### src/rtl/rf_ctrl_pkg.sv
// Shared register-file control constants and writeback requester indices.
package rf_ctrl_pkg;

    localparam int        RF_AW   = 5;
    localparam int        RF_DW   = 32;
    localparam int        RF_NREG = 32;
    localparam logic [4:0] RF_ZERO = 5'd0;

    typedef enum logic [1:0] {
        WB_ALU    = 2'd0,
        WB_LOAD   = 2'd1,
        WB_MULDIV = 2'd2
    } wb_src_e;

endpackage

### src/rtl/rr_arbiter.sv
// Round-robin arbiter: one-hot grant searched from ptr+1; ptr follows each accepted grant.
module rr_arbiter #(
    parameter int N  = 3,
    parameter int PW = (N > 1) ? $clog2(N) : 1
) (
    input  logic          CLK,
    input  logic          RESET,
    input  logic [N-1:0]  valid,
    input  logic          accept,
    output logic [N-1:0]  grant,
    output logic [PW-1:0] grant_idx
);

    logic [PW-1:0] ptr;
    logic          found;

    always_comb begin
        grant     = '0;
        grant_idx = '0;
        found     = 1'b0;
        for (int k = 1; k <= N; k++) begin
            int idx;
            idx = (int'(ptr) + k) % N;
            if (!found && valid[idx]) begin
                found      = 1'b1;
                grant[idx] = 1'b1;
                grant_idx  = PW'(idx);
            end
        end
    end

    // Pointer resets to the last index so requester 0 is searched first.
    always_ff @(posedge CLK) begin
        if (!RESET) begin
            ptr <= PW'(N - 1);
        end else if (accept) begin
            ptr <= grant_idx;
        end
    end

endmodule

### src/rtl/rf_write_scheduler.sv
// Register-file write-port scheduler: round-robin writeback arbitration,
// pending-write scoreboard with WAW reservation stall and decode read-hazard stall.
module rf_write_scheduler
    import rf_ctrl_pkg::*;
#(
    parameter int NREQ = 3,
    parameter int DW   = 32,
    parameter int AW   = 5
) (
    input  logic                 CLK,
    input  logic                 RESET,
    input  logic [NREQ-1:0]      req_valid,
    input  logic [NREQ*AW-1:0]   req_addr,
    input  logic [NREQ*DW-1:0]   req_data,
    output logic [NREQ-1:0]      req_ready,
    input  logic                 rsv_valid,
    input  logic [AW-1:0]        rsv_addr,
    output logic                 rsv_ready,
    input  logic [AW-1:0]        A1,
    input  logic [AW-1:0]        A2,
    output logic                 stall,
    output logic [AW-1:0]        A3,
    output logic [DW-1:0]        WD3,
    output logic                 WE3,
    output logic [(1<<AW)-1:0]   pending
);

    localparam int PW = (NREQ > 1) ? $clog2(NREQ) : 1;
    localparam logic [AW-1:0] ZERO_A = AW'(RF_ZERO);

    logic [NREQ-1:0]     grant;
    logic [PW-1:0]       grant_idx;
    logic                xfer_p0;
    logic [AW-1:0]       wr_addr_p0;
    logic [DW-1:0]       wr_data_p0;
    logic                rsv_fire;
    logic [(1<<AW)-1:0]  pending_nxt;

    rr_arbiter #(
        .N  (NREQ),
        .PW (PW)
    ) u_arb (
        .CLK       (CLK),
        .RESET     (RESET),
        .valid     (req_valid),
        .accept    (xfer_p0),
        .grant     (grant),
        .grant_idx (grant_idx)
    );

    // Stage p0: grant and selected requester payload (combinational).
    assign req_ready  = RESET ? grant : '0;
    assign xfer_p0    = |req_ready;
    assign wr_addr_p0 = req_addr[grant_idx*AW +: AW];
    assign wr_data_p0 = req_data[grant_idx*DW +: DW];

    // rsv_ready deliberately ignores a commit clearing the same bit this cycle.
    assign rsv_ready = (rsv_addr == ZERO_A) || !pending[rsv_addr];
    assign rsv_fire  = rsv_valid && rsv_ready && (rsv_addr != ZERO_A);

    // No bypass: a reader stalls through the WE3 cycle as well.
    assign stall = ((A1 != ZERO_A) && pending[A1]) ||
                   ((A2 != ZERO_A) && pending[A2]);

    // A reservation set wins over a commit clear of the same bit.
    always_comb begin
        pending_nxt = pending;
        if (WE3) begin
            pending_nxt[A3] = 1'b0;
        end
        if (rsv_fire) begin
            pending_nxt[rsv_addr] = 1'b1;
        end
        pending_nxt[0] = 1'b0;
    end

    // Stage p1: registered write port and scoreboard.
    always_ff @(posedge CLK) begin
        if (!RESET) begin
            WE3     <= 1'b0;
            A3      <= '0;
            WD3     <= '0;
            pending <= '0;
        end else begin
            pending <= pending_nxt;
            if (xfer_p0 && (wr_addr_p0 != ZERO_A)) begin
                WE3 <= 1'b1;
                A3  <= wr_addr_p0;
                WD3 <= wr_data_p0;
            end else begin
                WE3 <= 1'b0;
            end
        end
    end

endmodule

### config.mk
export PLATFORM = sky130hd
export DESIGN_NAME = rf_write_scheduler
export DESIGN_NICKNAME = d
export VERILOG_FILES = /design/src/rtl/rf_ctrl_pkg.sv /design/src/rtl/rr_arbiter.sv /design/src/rtl/rf_write_scheduler.sv
export SDC_FILE = /design/constraint.sdc
export NUM_CORES = 1
export LEC_CHECK = 0
export BUFFER_PORTS_ARGS = -buffer_cell sky130_fd_sc_hd__buf_4
export CAP_MARGIN = 5
export CORE_UTILIZATION = 44
export CTS_CLUSTER_SIZE = 10
export DETAILED_ROUTE_END_ITERATION = 12
export PLACE_DENSITY = 0.76
export SKIP_LAST_GASP = 1
export SLEW_MARGIN = 10
export SYNTH_ARGS = -nofsm -noshare
export SYNTH_HDL_FRONTEND = slang
export SYNTH_SLANG_ARGS = --single-unit
export TNS_END_PERCENT = 30
### constraint.sdc
create_clock -name CLK -period 2.7 [get_ports CLK]
set_input_delay 0 -clock CLK [delete_from_list [all_inputs] [get_ports CLK]]
set_output_delay 0 -clock CLK [all_outputs]
set_load 0.05 [all_outputs]
==> metrics.cfg, run 1 <==
[timing]
slew_headroom_pct = 55.53
setup_ws_ns = -0.1363
final_hold_viol_count = 0
fin_crit_sh_pct = 105.0
worstMarginPinSlew_ns = 0.6671
tns_ns = -3.042
final.min_clock_period_ns = 2.836
setup_viol = 29
skew_ns = 0.01365
rsz0062_at_grt = yes
clock.fmax_mhz = 352.6
slew_violations = 0

[min_path]
holdCritStartpoint = req_data[56]
min_path_type = input port to flip-flop
min_path_cells = 4
hold_end = WD3[24]

[logic_synthesis]
syn_avg_cell_area_sq_um = 9.615
synth_area_leaders = dfxtp_1, mux2i_1, mux4_2
yosysTopAreaCellShare_pct = 30.04
async_flop_share_pct = 0
synth_area_sq_um = 4731
synth_cell_type_count = 48
yosysWarnings = 0
yosysTopAreaCell = dfxtp_1
synth_seq_area_share_pct = 30.04
synthFlopType = dfxtp_1
synth_edf_count = 0
synth_cells = 492
synth-seq-cells = 71
synth_nets = 628

[placement]
portBuffers = 205
place_ws_ns = -0.1575
gp_congestion = 0.8877
dp_cells = 828
hpwl_um = 11540

[global_route]
grt_pass1_vias = 5225
gr-total-overflow = 0
antenna_found_initial = 0
grt_max_degree = 74
globalRouteTotalUtil_pct = 29.03
grt_pass1_wl_um = 25590

[setup_path]
r2r-end = WD3[28]
crit_start = u_arb.ptr[1]
critPathLaunchType = flip-flop
path_max_fanout = 7
critPathArrivalTime_ns = 3.12
r2r_slack_ns = -0.14
endpoint_kind = flip-flop
required_ns = 2.98
reg2reg_from = u_arb.ptr[1]
worstRegToRegCells = 13
critPathKind = flip-flop to flip-flop

[outcome]
violations = setup timing
status = complete, but fails checks

[finish]
final_nets = 891
most-common-layout-cells = buf_4, dfxtp_1, mux2i_1
antenna_cells = 0
fin_util_pct = 71.84
mostFrequentLayoutCell = buf_4
stdcell_count = 895
drive_gt1_share_pct = 47.04
fillers = 720
area_delta_synth_final_pct = 57.47

[pwr]
p_per_area_nw_per_um2 = 955.8
pwr-share-clk_pct = 13.0
p_leak_nw = 3.534
swShare_pct = 42.44
power.internal_mw = 4.098
power_frac_seq_pct = 21.0
ir_worst_vdd_uv = 779.5
pwr-share-comb_pct = 66.0
switching_power_mw = 3.022

[die]
die_h_um = 105.7
core.rowCount = 37
pin_count = 207
start_util_pct = 45.62
die_w_um = 105.7
dieArea_sq_um = 11170
core-area_sq_um = 10370

[clock_tree]
clkTransAtPathRegs_ns = 0.08
cts_sinks = 71
cts_tree = built
clock_latency_ns = 0.36
cts_made_buffers = 9
cts_buffer_depth = 2
clockRootBuffer = clkbuf_8
h-tree-depth = 3

[routing]
drt_iter0_drc = 294
vias = 5117
drc_errors = 0
wl_um = 16660
dr.pass1.iters = 7
wire_per_inst_um = 18.61
ant_nets = 0
viasPerCell = 5.717

[job]
cap_violations = 0

==> final cells by class <==
type                    instances  area, sq um  share of cell area (%)
inverters                       6        25.02                  0.3359
repair buffers                290         2391                   32.10
clock buffers                  11        141.4                   1.898
well taps                     136        170.2                   2.284
clock inverters                 4        70.07                  0.9405
flip-flops and latches         71         1426                   19.15
multi-input cells             377         3226                   43.30
==> sequential cells by signal, summed over array words and instances, names as in the netlist <==
name	count
A3	5
pending	31
WE3	1
WD3	32
u_arb.ptr	2
==> repair_timing <==
item                       4_1_cts  5_1_grt
setup endpoints to repair       37       38
setup buffers                   15        1
hold buffers                    34        0
gates cloned                     3        0
hold endpoints to repair        34        0
pin swaps                       15        2
gates resized for setup         30        6
==> metrics by stage <==
| stage | power (mW) | hold slack, ns | area [sq um] |
|---|---|---|---|
| after global placement | 5.330 | 0.2685 | 6546 |
| after floorplan | 4.219 | 0.1834 | 4743 |
| final | 7.120 | 0.04548 | 7450 |
| after detailed placement | 5.439 | 0.2880 | 6546 |
| after CTS | 7.016 | 0.04238 | 7401 |
| after global routing | 7.433 | 0.06180 | 7450 |
==> metal layers <==
| layer | GRT usage [%] | wire length (um) | part of all wire, % |
|---|---|---|---|
| met1 | 31.73 | 6034 | 36 |
| met2 | 53.08 | 8536 | 51 |
| met5 | 0 | 0 | 0 |
| met3 | 7.730 | 1678 | 10 |
| met4 | 11.21 | 406 | 2.4 |
==> power by group through the flow <==
stage | Clock (mW) | Sequential (mW) | Combinational, mW
3_5_place_dp | 0 | 1.49 | 3.95
3_3_place_gp | 0 | 1.48 | 3.85
5_1_grt | 0.987 | 1.53 | 4.92
2_1_floorplan | 0 | 2.18 | 2.04
4_1_cts | 0.940 | 1.49 | 4.59
6_report | 0.926 | 1.50 | 4.70
==> worst max-delay path by stage <==
stage / slack [ns] / to
floorplan: 0.0003 / WD3[13]
global placement: -0.02 / WD3[26]
detailed placement: -0.16 / WD3[21]
CTS: -0.11 / A3[4]
global route: -0.24 / WD3[16]
finish: -0.14 / WD3[28]
==> kinds of logic after synthesis <==
family,synth area share (%)
flops,30.04
compound gates,12.72
buf+inv,4.893
other cells,0.07927
simple gates,15.42
fa+ha+maj,1.058
mux,35.78
==> synth_stat cells, types with 2 or more instances <==
library cell  count
mux2_2           35
o21a_1            2
dfxtp_1          71
nor2b_1           2
nand2_1          56
clkbuf_1         23
nand3b_1          8
buf_12            2
and2_1           34
ha_1              4
nor2_1           11
mux4_2           25
nand3_1           4
or3_1             6
buf_2             6
and3_1            2
inv_2             2
o21ai_0          46
buf_4             5
o21ai_1          24
nand2b_1          4
or3b_2            2
o211ai_1          6
a32o_1            6
inv_1             4
mux2i_1          72
a31oi_1           3
and4_1            2
nor3b_1           2
nand4_1           5
==> worst max-delay path: stages, from the launching register on <==
cell       delay, ns
dfxtp_2         0.36
inv_2           0.07
ha_2            0.18
buf_4           0.14
nor2b_1         0.27
o2bb2ai_2       0.17
and4_4          0.28
or4_4           0.13
o211ai_1        0.12
o41ai_4         0.40
buf_4           0.20
buf_12          0.13
buf_12          0.13
mux2i_1         0.20
(Power assumes the default switching activity.)
==> inputs of run 2 (changes only) <==
- SKIP_LAST_GASP: 1 -> default
==> metrics.cfg, run 2 (synthesized netlist as in run 1, its figures left out) <==
[finish]
antenna_cells = 0  ; unchanged
design_area_sq_um = 7453  ; about the same
mostFrequentLayoutCell = buf_4
largest_reg_flops = 32  ; unchanged
seq_area_sq_um = 1426  ; unchanged
multi_input_area_sq_um = 3226  ; unchanged
largestRegisters = WD3 (32), pending (31), A3 (5)
area_delta_synth_final_pct = 57.55  ; about the same
fillers = 720  ; unchanged
top_register = WD3
most-common-layout-cells = buf_4, dfxtp_1, mux2i_1
final_nets = 891  ; unchanged
drive_gt1_share_pct = 47.04  ; unchanged
stdcell_count = 895  ; unchanged
fin_util_pct = 71.88  ; about the same

[timing]
slew_violations = 0  ; unchanged
clock.fmax_mhz = 352.6  ; about the same
final.min_clock_period_ns = 2.836  ; +0.00002800 ns
setup_ws_ns = -0.1363  ; -0.00002800 ns
skew_ns = 0.01369  ; +0.00004030 ns
worstMarginPinSlew_ns = 0.6702  ; +0.003131 ns
setup_viol = 29  ; unchanged
fin_crit_sh_pct = 105.0  ; about the same
slew_headroom_pct = 55.32  ; -0.21 points
rsz0062_at_grt = yes
final_hold_viol_count = 0  ; unchanged

[setup_path]
critPathArrivalTime_ns = 3.08  ; -0.04 ns
path_max_fanout = 6  ; -1
endpoint_kind = flip-flop
required_ns = 2.94  ; -0.04 ns
critPathLaunchType = flip-flop
critPathKind = flip-flop to flip-flop

[global_route]
gr-total-overflow = 0  ; unchanged
grt_pass1_wl_um = 25590  ; unchanged
grt_pass1_vias = 5225  ; unchanged
grt_max_degree = 74  ; unchanged
globalRouteTotalUtil_pct = 29.03  ; unchanged
antenna_found_initial = 0  ; unchanged

[routing]
vias = 5094  ; -0.45%
viasPerCell = 5.692  ; -0.45%
drc_errors = 0  ; unchanged
wl_um = 16570  ; -0.50%
ant_nets = 0  ; unchanged
drt_iter0_drc = 312  ; +6.1%
wire_per_inst_um = 18.52  ; -0.50%
dr.pass1.iters = 5  ; -2

[die]
start_util_pct = 45.62  ; unchanged
pin_count = 207  ; unchanged
die_h_um = 105.7  ; unchanged
core.rowCount = 37  ; unchanged
dieArea_sq_um = 11170  ; unchanged
core-area_sq_um = 10370  ; unchanged
die_w_um = 105.7  ; unchanged

[placement]
place_area_sq_um = 6546  ; unchanged
gp_congestion = 0.8877  ; unchanged
place_ws_ns = -0.1575  ; unchanged
dp_cells = 828  ; unchanged
portBuffers = 205  ; unchanged
hpwl_um = 11540  ; unchanged

[outcome]
status = complete, but fails checks
violations = setup timing

[clock_tree]
cts_buffer_depth = 2  ; unchanged
cts_made_buffers = 9  ; unchanged
clkTransAtPathRegs_ns = 0.08  ; about the same
clockRootBuffer = clkbuf_8
cts_sinks = 71  ; unchanged
cts_tree = built
clock_latency_ns = 0.36  ; about the same
h-tree-depth = 3  ; unchanged

[job]
cap_violations = 0  ; unchanged

[pwr]
p_leak_nw = 3.536  ; about the same
ir_worst_vdd_uv = 781.9  ; +0.32%
fin_total_pwr_mw = 7.126  ; about the same
p_per_area_nw_per_um2 = 956.1  ; about the same

[min_path]
min_path_type = input port to flip-flop

run 2: layer usage:
| layer | wire, um | vias to the layer above | global-route usage [%] |
|---|---|---|---|
| met1 | 6090 | 2431 | 31.73 |
| met5 | 0 | - | 0 |
| met2 | 8535 | 299 | 53.08 |
| li1 | - | 2332 | - |
| met4 | 369 | 0 | 11.21 |
| met3 | 1577 | 32 | 7.730 |
run 2: worst paths after layout:
kind              depth (start not counted)  slack (ns)    startpoint       to
setup / recovery                         13       -0.14  u_arb.ptr[1]    A3[1]
hold / removal                            4        0.05  req_data[56]  WD3[24]
setup reg to reg                         13       -0.14  u_arb.ptr[1]    A3[1]
hold reg to reg                           2        0.47        WD3[4]   WD3[4]
run 2: timing repair:
| item | in CTS | in global routing |
|---|---|---|
| setup buffers | 15 | 1 |
| gates cloned | 3 | 0 |
| hold buffers | 34 | 0 |
| endpoints found under the hold margin | 34 | 0 |
| pin swaps | 15 | 2 |
| resized for setup | 30 | 7 |
| setup endpoints to repair | 37 | 38 |
run 2: layout make-up:
type / count / area share, %
multi-input combinational: 377 / 43.28
timing repair buffer: 290 / 32.13
sequential: 71 / 19.14
clock buffer: 11 / 1.897
tap: 136 / 2.283
clock inverter: 4 / 0.9401
inverter: 6 / 0.3357
run 2: worst max-delay path, stage by stage, from the launching register on:
cell,delay (ns)
dfxtp_2,0.34
buf_6,0.12
ha_4,0.27
inv_4,0.04
buf_6,0.11
mux2i_4,0.19
a31o_4,0.25
or4_4,0.51
o211ai_1,0.16
o41ai_4,0.13
buf_4,0.17
buf_12,0.12
buf_16,0.12
a32o_1,0.21
run 2: metrics by stage:
step | hold slack [ns] | TNS [ns]
floorplan | 0.1834 | 0
global placement | 0.2685 | -0.4094
detailed placement | 0.2880 | -4.007
CTS | 0.04238 | -2.011
global route | 0.06180 | -6.472
finish | 0.04533 | -2.881
run 2: power by group:
part | total (mW) | leakage (nW) | internal [mW] | switching, mW
logic | 4.70 | 2.84 | 2.27 | 2.43
registers | 1.50 | 0.583 | 1.30 | 0.199
clock network | 0.926 | 0.109 | 0.538 | 0.388
total | 7.13 | 3.54 | 4.10 | 3.02
